<file path="src/rtl/uart_tx_responder_if.sv">
// rtl/uart_tx_responder_if.sv - CPU data-memory bus bundle shared by the UART TX responder
interface uart_tx_responder_if;
  logic [31:0] address;
  logic [3:0]  width;
  logic        write_en;
  logic [31:0] data_in;
  logic [31:0] data_out;

  modport master (output address, width, write_en, data_in, input data_out);
  modport slave  (input address, width, write_en, data_in, output data_out);
endinterface

</file>
<file path="src/rtl/uart_tx_responder.sv">
// rtl/uart_tx_responder.sv - memory-mapped UART transmitter (TX FIFO + 8N1 serial engine)
// Defining UART_TX_PARITY_EN adds an even-parity bit after the data bits.
module uart_tx_responder #(
  parameter logic [31:0] BASE_ADDR     = 32'h0000_1000,
  parameter int          FIFO_DEPTH    = 8,
  parameter logic [15:0] DIVISOR_RESET = 16'd4
) (
  input  logic               clock,
  input  logic               reset_n,
  uart_tx_responder_if.slave bus,
  output logic               tx,
  output logic               irq
);
  localparam int            AW      = $clog2(FIFO_DEPTH);
  localparam logic [AW:0]   DEPTH_C = (AW+1)'(FIFO_DEPTH);

  localparam logic [2:0] S_IDLE   = 3'd0;
  localparam logic [2:0] S_START  = 3'd1;
  localparam logic [2:0] S_DATA   = 3'd2;
  localparam logic [2:0] S_STOP   = 3'd3;
`ifdef UART_TX_PARITY_EN
  localparam logic [2:0] S_PARITY = 3'd4;
`endif

  logic [7:0]    r_mem [FIFO_DEPTH];
  logic [AW-1:0] r_wr_ptr, r_rd_ptr;
  logic [AW:0]   r_count;
  logic          r_overflow;
  logic [15:0]   r_divisor;
  logic [2:0]    r_state;
  logic [15:0]   r_timer, r_bit_div;
  logic [2:0]    r_bit_idx;
  logic [7:0]    r_shift;
  logic          r_tx, r_irq;
  logic [31:0]   r_data_out;

  logic          w_sel, w_wr, w_rd;
  logic [3:0]    w_off;
  logic          w_push_req, w_push, w_pop, w_drop;
  logic          w_stat_wr, w_div_wr;
  logic          w_empty, w_full, w_bit_end, w_tx_bit;
  logic [15:0]   w_div_eff;
  logic [31:0]   w_status, w_rdata;
  logic          w_unused;

  assign w_unused   = &{1'b0, bus.data_in[31:16]};
  assign w_off      = bus.address[3:0];
  assign w_sel      = (bus.address[31:4] == BASE_ADDR[31:4]);
  assign w_wr       = w_sel && bus.write_en && (bus.width != 4'd0);
  assign w_rd       = w_sel && !bus.write_en && (bus.width == 4'd4);
  assign w_push_req = w_wr && (w_off == 4'h0) &&
                      (bus.width == 4'd1 || bus.width == 4'd2 || bus.width == 4'd4);
  assign w_stat_wr  = w_wr && (w_off == 4'h4) && (bus.width == 4'd4);
  assign w_div_wr   = w_wr && (w_off == 4'h8) && (bus.width == 4'd4);

  assign w_empty    = (r_count == '0);
  assign w_full     = (r_count == DEPTH_C);
  assign w_div_eff  = (r_divisor == 16'd0) ? 16'd1 : r_divisor;
  assign w_bit_end  = (r_timer == r_bit_div - 16'd1);
  // STOP pops on its last cycle so the next START follows with no idle gap
  assign w_pop      = !w_empty && ((r_state == S_IDLE) || (r_state == S_STOP && w_bit_end));
  assign w_push     = w_push_req && (!w_full || w_pop);
  assign w_drop     = w_push_req && !w_push;

  always_comb begin
    w_status          = '0;
    w_status[0]       = w_full;
    w_status[1]       = w_empty;
    w_status[2]       = (r_state != S_IDLE);
    w_status[3]       = r_overflow;
`ifdef UART_TX_PARITY_EN
    w_status[4]       = 1'b1;
`endif
    w_status[8 +: AW+1] = r_count;
  end

  always_comb begin
    w_rdata = '0;
    if (w_rd) begin
      if (w_off == 4'h4)      w_rdata = w_status;
      else if (w_off == 4'h8) w_rdata = {16'd0, r_divisor};
    end
  end

  always_comb begin
    w_tx_bit = 1'b1;
    case (r_state)
      S_START:  w_tx_bit = 1'b0;
      S_DATA:   w_tx_bit = r_shift[r_bit_idx];
`ifdef UART_TX_PARITY_EN
      S_PARITY: w_tx_bit = ^r_shift;
`endif
      default:  w_tx_bit = 1'b1;
    endcase
  end

  always_ff @(posedge clock) begin
    if (w_push) r_mem[r_wr_ptr] <= bus.data_in[7:0];
  end

  always_ff @(posedge clock or negedge reset_n) begin
    if (!reset_n) begin
      r_wr_ptr   <= '0;
      r_rd_ptr   <= '0;
      r_count    <= '0;
      r_overflow <= 1'b0;
      r_divisor  <= DIVISOR_RESET;
      r_data_out <= '0;
      r_irq      <= 1'b1;
    end else begin
      if (w_push) r_wr_ptr <= r_wr_ptr + 1'b1;
      if (w_pop)  r_rd_ptr <= r_rd_ptr + 1'b1;
      case ({w_push, w_pop})
        2'b10:   r_count <= r_count + 1'b1;
        2'b01:   r_count <= r_count - 1'b1;
        default: r_count <= r_count;
      endcase
      if (w_drop)                           r_overflow <= 1'b1;
      else if (w_stat_wr && bus.data_in[3]) r_overflow <= 1'b0;
      if (w_div_wr) r_divisor <= bus.data_in[15:0];
      r_data_out <= w_rdata;
      r_irq      <= w_empty && (r_state == S_IDLE);
    end
  end

  // tx is registered from the state, so the line trails the FSM by one cycle
  always_ff @(posedge clock or negedge reset_n) begin
    if (!reset_n) begin
      r_state   <= S_IDLE;
      r_timer   <= '0;
      r_bit_div <= 16'd1;
      r_bit_idx <= '0;
      r_shift   <= '0;
      r_tx      <= 1'b1;
    end else begin
      r_tx <= w_tx_bit;
      if (r_state == S_IDLE || w_bit_end) begin
        r_timer   <= '0;
        r_bit_div <= w_div_eff;
      end else begin
        r_timer   <= r_timer + 16'd1;
      end
      case (r_state)
        S_IDLE: if (w_pop) begin
          r_shift <= r_mem[r_rd_ptr];
          r_state <= S_START;
        end
        S_START: if (w_bit_end) begin
          r_bit_idx <= 3'd0;
          r_state   <= S_DATA;
        end
        S_DATA: if (w_bit_end) begin
          r_bit_idx <= r_bit_idx + 3'd1;
`ifdef UART_TX_PARITY_EN
          if (r_bit_idx == 3'd7) r_state <= S_PARITY;
`else
          if (r_bit_idx == 3'd7) r_state <= S_STOP;
`endif
        end
`ifdef UART_TX_PARITY_EN
        S_PARITY: if (w_bit_end) r_state <= S_STOP;
`endif
        S_STOP: if (w_bit_end) begin
          if (w_pop) begin
            r_shift <= r_mem[r_rd_ptr];
            r_state <= S_START;
          end else begin
            r_state <= S_IDLE;
          end
        end
        default: r_state <= S_IDLE;
      endcase
    end
  end

  assign bus.data_out = r_data_out;
  assign tx           = r_tx;
  assign irq          = r_irq;
endmodule

</file>
<file path="src/flat_wrapper.sv">
// flat-port wrapper written by rule: the top's interface ports become plain ports
module uart_tx_responder_flat 
#(
  parameter logic [31:0] BASE_ADDR     = 32'h0000_1000,
  parameter int          FIFO_DEPTH    = 8,
  parameter logic [15:0] DIVISOR_RESET = 16'd4
)
  (clock, reset_n, tx, irq, bus_address, bus_width, bus_write_en, bus_data_in, bus_data_out);
  uart_tx_responder_if bus_i ();
  input  logic clock;
  input  logic reset_n;
  output logic tx;
  output logic irq;
  input wire logic [$bits(bus_i.address)-1:0] bus_address;
  input wire logic [$bits(bus_i.width)-1:0] bus_width;
  input wire logic [$bits(bus_i.write_en)-1:0] bus_write_en;
  input wire logic [$bits(bus_i.data_in)-1:0] bus_data_in;
  output wire logic [$bits(bus_i.data_out)-1:0] bus_data_out;
  assign bus_i.address = bus_address;
  assign bus_i.width = bus_width;
  assign bus_i.write_en = bus_write_en;
  assign bus_i.data_in = bus_data_in;
  assign bus_data_out = bus_i.data_out;
  uart_tx_responder #(.BASE_ADDR(BASE_ADDR), .FIFO_DEPTH(FIFO_DEPTH), .DIVISOR_RESET(DIVISOR_RESET)) u_core (.clock(clock), .reset_n(reset_n), .bus(bus_i), .tx(tx), .irq(irq));
endmodule
</file>
<file path="config.mk">
export PLATFORM = sky130hd
export DESIGN_NAME = uart_tx_responder_flat
export DESIGN_NICKNAME = d
export VERILOG_FILES = /design/src/rtl/uart_tx_responder_if.sv /design/src/rtl/uart_tx_responder.sv /design/src/flat_wrapper.sv
export SDC_FILE = /design/constraint.sdc
export NUM_CORES = 1
export LEC_CHECK = 0
export CAP_MARGIN = 20
export CORE_ASPECT_RATIO = 0.7
export CORE_UTILIZATION = 59
export DETAILED_ROUTE_END_ITERATION = 10
export PLACE_DENSITY = 0.86
export REMOVE_ABC_BUFFERS = 1
export SLEW_MARGIN = 40
export SYNTH_ARGS = -nofsm -noshare
export SYNTH_HDL_FRONTEND = slang
export SYNTH_SLANG_ARGS = --single-unit
</file>
<file path="constraint.sdc">
create_clock -name clock -period 7.15 [get_ports clock]
set_input_delay 2.145 -clock clock [delete_from_list [all_inputs] [get_ports clock]]
set_output_delay 2.145 -clock clock [all_outputs]
set_load 0.01 [all_outputs]
</file>
==> results.env, run 1 <==
FLOORPLAN.INITIALDENSITY_PCT=61.2
HOLDCRITSTARTPOINT='u_core.r_bit_div[6]'
SYNTH_AREA_LEADER_CELL='sky130_fd_sc_hd__dfrtp_1'
CLOCK-ROOT-BUFFER='sky130_fd_sc_hd__clkbuf_16'
DIEWIDTH_UM=134
SYN-CELL-AREA_UM2=7250
FINAL_CORE_UTIL_PCT=73.3
WHS_NS=0.523
ACHIEVABLE_CLOCK_FREQUENCY_MHz=181
CRITICAL_PATH.STARTPOINT='bus_width[2]'
MAXCAPVIOLCOUNT=0
AREA_GROWTH_FROM_SYNTHESIS_TO_LAYOUT_PCT=19.8
POST_SYNTH_MAIN_AREA_CONTRIBUTORS='sky130_fd_sc_hd__dfrtp_1 (30%), sky130_fd_sc_hd__edfxtp_1 (27%), sky130_fd_sc_hd__mux4_2 (5.6%), sky130_fd_sc_hd__mux2_2 (5.3%), sky130_fd_sc_hd__nand2_1 (3.4%)'
CTS_TREE='built'
START_KIND='primary input'
PLACE.GP.CONGESTION=0.882
DETAILEDPLACE.WORSTSLACK_NS=1.59
GRT_PASS1_WL_MM=27.4
POWER.CLOCK.FRACTION_PCT=46.1
TRACK_USAGE_PCT=29.5
DRC=0
H-TREE-DEPTH=4
CLOCK_BUFFER_DEPTH=2
LAYOUT_COMMON_CELLS='sky130_fd_sc_hd__dfrtp_1 (84), sky130_fd_sc_hd__clkdlybuf4s50_1 (71), sky130_fd_sc_hd__nand2_1 (65)'
LEADING_CELL_TYPE_IN_THE_LAYOUT_FILL_AND_TAPS_EXCLUDED='sky130_fd_sc_hd__dfrtp_1'
WORST_SLEW_PIN_TRAN_NS=0.797
POWER.LEAKAGE_uW=0.00353
PROPORTION_OF_LAYOUT_CELLS_WITH_A_DRIVE_SUFFIX_ABOVE_1_PCT=15.6
NUMBER_OF_PINS_EXCEEDING_THEIR_MAX_SLEW_LIMIT_IN_THE_FINAL_REPORT=0
DESIGN.FINAL.NETS=742
VDD.IR_DROP.WORST_mV=0.179
POSTSYNTH.TOPFLOPCELL='sky130_fd_sc_hd__dfrtp_1'
MAXIMUM_NUMBER_OF_PINS_ON_ONE_NET_BEFORE_GLOBAL_ROUTE_REPAIR=91
1ST_ITER_DRT_VIOLS=661
CLOCK_LATENCY_NS=0.43
SEQUENTIALPOWERSHARE_PCT=48.8
DIE_H_UM=94.7
PERIOD_MINUS_WS_FINAL_NS=5.51
SYNTHESIS.AREA_PER_INSTANCE_UM2=12.4
MAX-SLEW-MARGIN-REL_PCT=46.7
CLKTRANSATPATHREGS_NS=0.07
CRIT_PATH_MAX_INCR_DELAY_NS=0.73
POSTCTSSETUPBUFFERS=0
MULTI_INPUT_AREA_UM2=2890
RUN_STATUS='finished clean'
CELLPOWERDENSITY_nW_PER_UM2=229
CORE_AREA_UM2=11900
INITIAL_ANTENNA_VIOLATION_COUNT=0
FINALPOWER_uW=1990
CRITPATHARRIVALTIME_NS=5.82
GRT_PASS1_VIAS=5225
CRITICAL_PATH_CLASS='in2reg'
NUM_ROWS=33
POWER.SHARE.SWITCHING_PCT=20.6
ROUTE.ANTENNA.REMAINING_NETS=0
GRT_OVERFLOW=0
YOSYS_REGISTER_BITS=154
FINAL_HOLD_VIOL_COUNT=0
INTERNAL-POWER_uW=1580
WORST_PATH_DOMINANT_CELL_FAMILY='compound AO/OA/AOI/OAI gates'
ASYNC_RESET_FF_SHARE_PCT=58.4
RSZ0062_AT_GRT='no'
SHARE_OF_SYNTHESIZED_AREA_OCCUPIED_BY_FLIP_FLOPS_AND_LATCHES_PCT=57.7
DETAIL_ROUTE.WIRELENGTH_MM=17.2
ROUTED_VIA_DENSITY=6.20
POST-SYNTH-TOP-AREA-FRACTION_PCT=29.7
WORST_SLACK_NS=1.64
NUMBER_OF_ENABLE_TYPE_REGISTER_CELLS_IN_THE_SYNTHESIZED_NETLIST=64
YOSYS_WARNINGS=0
DP.FINAL_HPWL_MM=11.2
NETSWITCHINGPOWER_uW=409
CRIT_SLOWEST_CELL='sky130_fd_sc_hd__a2111oi_1'
WORST-PATH-BUF-INV=1
CRITICAL_PATH_PEAK_FANOUT=10
COMB_POWER_SHARE_PCT=5.1
SKEW_NS=0.0123
WORSTPATHREQUIRED_NS=7.45
TOTALNEGATIVESETUPSLACK_NS=0
VIAS=5136
CLOCK-SINKS=154
POST_DRT_WL_PER_CELL_UM=20.7
NUM_ANTENNA_CELLS=0
POST_CTS.RESIZED_INSTANCES=0
YOSYS.CELL_TYPES.COUNT=61
NUMBER_OF_CELLS_PRODUCED_BY_SYNTHESIS=585
CTS_MADE_BUFFERS=17
PATH_CELLS='clkdlybuf4s50_1, xor2_1, o21ai_0, nor4bb_1, nand2_1, and3_1, ha_1, a21o_1, a21oi_1, a2111oi_1, a311oi_1, a211o_1'
TOP_LEVEL_PORTS=105
FIRSTDRTPASSITERS=7
NUMBER_OF_PORT_BUFFERS=72
HOLD_CLASS='reg2reg'
HOLD_BUFS_AT_CTS=0
FILL_COUNT=698
CRIT-REG2REG-LAUNCH='u_core.r_bit_div[3]'
AREA.SEQUENTIAL_UM2=4180
LAYOUT_WORST_PATH_CYCLE_SHARE_PCT=77.1
CRITICAL_PATH.ENDPOINT_TYPE='register'
FP.DIEAREA_UM2=12700
SETUP_VIOLS_FINAL=0
cells in the mapped netlist (all sizes together) (6+ instances only):
library cell and n:
a21oi 8, a22oi 9, and2 11, and3 6, buf 21, clkbuf 16, dfrtp 86, edfxtp 64
ha 12, inv 13, mux2 35, mux4 18, nand2 65, nand3 11, nand4 7, nor2 56
nor3 14, nor4 13, o21ai 18, xnor2 19, xor2 22
logic make-up (layout without fill, tap and decap cells):
kind of cell / count (synthesis) / count (layout) / synth area share (%)
AND/OR/NAND/NOR: 205 / 205 / 13.6
AO/OA/AOI/OAI: 63 / 63 / 6.23
other: 1 / 16 / 0.0517
adder cells (fa/ha/maj): 13 / 13 / 2.35
buffers and inverters: 50 / 121 / 3.49
XOR/XNOR: 41 / 41 / 4.95
multiplexers: 58 / 58 / 11.7
flip-flops: 154 / 154 / 57.7
power by group through the flow:
stage | registers, uW | clock network, uW | logic, uW
global route | 971 | 956 | 111
detailed placement | 985 | 0 | 101
CTS | 968 | 918 | 102
finish | 970 | 917 | 101
global placement | 982 | 0 | 94.8
floorplan | 977 | 0 | 40.4
worst reg2reg max path: cells and delay by family (launching register included):
family                   cells  cell delay, ns
AO/OA/AOI/OAI                8            2.39
adder cells (fa/ha/maj)      1            0.14
AND/OR/NAND/NOR              4            2.01
flip-flops                   1            0.47
per-layer routing:
| metal | share of wire (%) | wire (um) | global-route usage (%) | vias to the layer above |
|---|---|---|---|---|
| li1 | - | - | - | 2237 |
| met1 | 41 | 6980 | 38.2 | 2550 |
| met2 | 48 | 8320 | 48.9 | 300 |
| met3 | 8.6 | 1480 | 8.32 | 49 |
| met4 | 2.2 | 385 | 8.99 | 0 |
| met5 | 0 | 0 | 0 | - |
sequential cells by signal, summed over array words and instances, names as in the netlist, 2 cells and up:
name,flops
u_core.r_rd_ptr,3
u_core.r_timer,16
u_core.r_wr_ptr,3
u_core.r_divisor,16
u_core.bus.data_out,16
u_core.r_bit_div,16
u_core.r_mem,64
u_core.r_state,2
u_core.r_count,4
u_core.r_bit_idx,3
u_core.r_shift,8
cell type report:
class                      count  share of cell area [%]
tap                          157                    2.26
clock buffer                  27                    6.41
multi-input combinational    396                    33.3
sequential                   154                    48.1
timing repair buffer          76                    8.69
inverter                      13                   0.562
clock inverter                 5                   0.605
final timing paths:
| path | to | slack, ns | cells after the start |
|---|---|---|---|
| max | u_core.r_count[3] | 1.64 | 12 |
| min | u_core.r_bit_div[6] | 0.52 | 2 |
| max reg2reg | u_core.r_count[3] | 2.02 | 13 |
| min reg2reg | u_core.r_bit_div[6] | 0.52 | 2 |
| max in group asynchronous | u_core.r_rd_ptr[0] | 4.86 | 1 |
| min in group asynchronous | u_core.r_timer[4] | 1.77 | 1 |
per-stage QoR:
| stage | cells | area (um^2) |
|---|---|---|
| finish | 828 | 8680 |
| global route | 828 | 8680 |
| CTS | 828 | 8670 |
| detailed placement | 796 | 8060 |
| global placement | 796 | 8050 |
| floorplan | 563 | 7100 |
Power figures use the tool's default switching activity.
==> inputs of run 2 (changes only) <==
--- a/config.mk
+++ b/config.mk
@@ -7,9 +7,9 @@
 export LEC_CHECK = 0
 export CAP_MARGIN = 20
 export CORE_ASPECT_RATIO = 0.7
-export CORE_UTILIZATION = 59
+export CORE_UTILIZATION = 55
 export DETAILED_ROUTE_END_ITERATION = 10
-export PLACE_DENSITY = 0.86
+export PLACE_DENSITY = 0.81
 export REMOVE_ABC_BUFFERS = 1
 export SLEW_MARGIN = 40
 export SYNTH_ARGS = -nofsm -noshare
==> constraint.sdc (replaced) <==
create_clock -name clock -period 5.2 [get_ports clock]
set_input_delay 1.56 -clock clock [delete_from_list [all_inputs] [get_ports clock]]
set_output_delay 1.56 -clock clock [all_outputs]
set_load 0.01 [all_outputs]
==> run 2 against run 1 <==
Cell count rose by 1.6%. Clock-buffer cell count down 7. Sequential power up 37%. Critical endpoint unchanged. The flow now finishes with violations (DRC).
==> results.env, run 2 (synthesis gave the netlist of run 1 again) <==
ROUTE.ANTENNA.REMAINING_NETS=0
MAXIMUM_NUMBER_OF_PINS_ON_ONE_NET_BEFORE_GLOBAL_ROUTE_REPAIR=91
POSTCTSSETUPBUFFERS=0
WORST_SLACK_NS=0.537
PLACE.GP.CONGESTION=0.867
CRIT-REG2REG-LAUNCH='u_core.r_bit_div[3]'
WORST_SLEW_PIN_TRAN_NS=0.843
NUM_ROWS=34
ROUTED_VIA_DENSITY=5.91
POST_DRT_WL_PER_CELL_UM=18.4
NUMBER_OF_PORT_BUFFERS=72
SEQUENTIALPOWERSHARE_PCT=49.6
TRACK_USAGE_PCT=24.8
CLOCK-ROOT-BUFFER='sky130_fd_sc_hd__clkbuf_16'
CTS_MADE_BUFFERS=17
POWER.LEAKAGE_uW=0.00355
FINAL_HOLD_VIOL_COUNT=0
LEADING_CELL_TYPE_IN_THE_LAYOUT_FILL_AND_TAPS_EXCLUDED='sky130_fd_sc_hd__dfrtp_1'
SKEW_NS=0.0109
ACHIEVABLE_CLOCK_FREQUENCY_MHz=214
HOLDCRITSTARTPOINT='u_core.r_shift[2]'
CTS_TREE='built'
FILL_COUNT=849
CRITICAL_PATH.MOST_COMMON_CELL='sky130_fd_sc_hd__a21o_1'
POWER.CLOCK.FRACTION_PCT=45.3
START_KIND='register'
DP.FINAL_HPWL_MM=10.7
GRT_PASS1_WL_MM=25.9
INITIAL_ANTENNA_VIOLATION_COUNT=0
FLOORPLAN.INITIALDENSITY_PCT=57.4
CRITPATHARRIVALTIME_NS=4.97
VIAS=4972
NETSWITCHINGPOWER_uW=581
GRT_OVERFLOW=0
HOLD_BUFS_AT_CTS=0
PATH_CELLS='or4_1, or3_1, a21o_1, a2111o_1, and4b_1, buf_4, a21o_2, and3_1, ha_1, a21o_1, a21oi_1, a2111oi_1, a41o_1, a211o_1'
AREA_GROWTH_FROM_SYNTHESIS_TO_LAYOUT_PCT=20.1
DIE_H_UM=98.0
REGISTER_RANKED_FIRST_BY_FLIP_FLOP_COUNT='u_core.r_mem'
COMB_POWER_SHARE_PCT=5.1
CLOCK-SINKS=154
NUM_ANTENNA_CELLS=0
DETAILED_PLACE.AREA_UM2=8120
DETAILEDPLACE.WORSTSLACK_NS=0.461
TOTALNEGATIVESETUPSLACK_NS=0
NUMBER_OF_PINS_EXCEEDING_THEIR_MAX_SLEW_LIMIT_IN_THE_FINAL_REPORT=0
FINAL_CORE_UTIL_PCT=68.9
PERIOD_MINUS_WS_FINAL_NS=4.66
WORST_PATH_DOMINANT_CELL_FAMILY='compound AO/OA/AOI/OAI gates'
MAX-SLEW-MARGIN-REL_PCT=43.4
GRT_PASS1_VIAS=5098
DETAIL_ROUTE.WIRELENGTH_MM=15.5
INTERNAL-POWER_uW=2100
1ST_ITER_DRT_VIOLS=434
DIEWIDTH_UM=139
CORE_AREA_UM2=12600
WORSTPATHREQUIRED_NS=5.50
PROPORTION_OF_LAYOUT_CELLS_WITH_A_DRIVE_SUFFIX_ABOVE_1_PCT=15.8
LAYOUT_WORST_PATH_CYCLE_SHARE_PCT=89.7
DESIGN_AREA_UM2=8700
POWER.SHARE.SWITCHING_PCT=21.7
WORST-PATH-BUF-INV=1
CRIT_SLOWEST_CELL='sky130_fd_sc_hd__or4_1'
MAXCAPVIOLCOUNT=0
DESIGN.FINAL.NETS=750
FAILED_CHECKS='DRC'
CLKTRANSATPATHREGS_NS=0.06
CRITICAL_PATH_PEAK_FANOUT=10
LAYOUT_COMMON_CELLS='sky130_fd_sc_hd__dfrtp_1 (85), sky130_fd_sc_hd__clkdlybuf4s50_1 (71), sky130_fd_sc_hd__nand2_1 (65)'
CRITICAL_PATH.STARTPOINT='u_core.r_bit_div[3]'
VDD.IR_DROP.WORST_mV=0.233
CLOCK_BUFFER_DEPTH=2
DRC=4
CELLPOWERDENSITY_nW_PER_UM2=308
CLOCK_LATENCY_NS=0.42
H-TREE-DEPTH=4
RSZ0062_AT_GRT='no'
CRITICAL_PATH_CLASS='reg2reg'
CRIT_PATH_MAX_INCR_DELAY_NS=0.74
RUN_STATUS='complete, but fails checks'
HOLD_CLASS='reg2reg'
POST_CTS.RESIZED_INSTANCES=0
FP.DIEAREA_UM2=13600
FIRSTDRTPASSITERS=8
SETUP_VIOLS_FINAL=0
CRITICAL_PATH.ENDPOINT_TYPE='register'
NUMBER_OF_FLIP_FLOPS_IN_THE_LARGEST_REGISTER=64
TOP_LEVEL_PORTS=105
[run 2: changes by cell type in the layout (fill, tap and decap cells not counted), sizes merged]
cell and change:
clkbuf -7, inv +3, buf +8, clkinv +2
bufinv +1, clkinvlp +1
[run 2: path summary, 6_finish.rpt]
kind	endpoint	slack, ns	cells past startpoint
max in group asynchronous	u_core.r_rd_ptr[0]	3.49	1
max	u_core.r_count[3]	0.54	14
min in group asynchronous	u_core.r_timer[2]	1.20	1
min reg2reg	u_core.r_shift[2]	0.52	1
max reg2reg	u_core.r_count[3]	0.54	14
min	u_core.r_shift[2]	0.52	1
[run 2: layer usage]
metal / GRT usage [%] / wire length (um) / share of wire [%] / vias to the layer above
met5: 0 / 0 / 0 / -
met3: 4.66 / 927 / 6.0 / 31
met1: 35.3 / 7200 / 46 / 2478
met4: 10.3 / 306 / 2.0 / 0
met2: 37.9 / 7070 / 46 / 215
li1: - / - / - / 2248
[run 2: stage by stage]
stage / cells / total power [uW] / hold slack (ns)
global route: 841 / 2760 / 0.531
detailed placement: 809 / 1490 / 0.482
CTS: 841 / 2690 / 0.520
global placement: 809 / 1480 / 0.472
floorplan: 563 / 1400 / 0.460
finish: 841 / 2680 / 0.520
[run 2: layout make-up]
cell class | count | area [um^2] | area share, %
multi-input combinational | 396 | 2880 | 33.1
clock buffer | 20 | 437 | 5.02
tap | 162 | 203 | 2.33
clock inverter | 12 | 140 | 1.61
sequential | 154 | 4180 | 48.0
inverter | 13 | 48.8 | 0.561
timing repair buffer | 84 | 815 | 9.36
[run 2: power groups by stage]
stage,sequential (uW),combinational (uW),clock (uW)
3_5_place_dp,1350,138,0
6_report,1330,136,1220
5_1_grt,1330,148,1280
2_1_floorplan,1340,55.5,0
3_3_place_gp,1350,130,0
4_1_cts,1330,138,1220
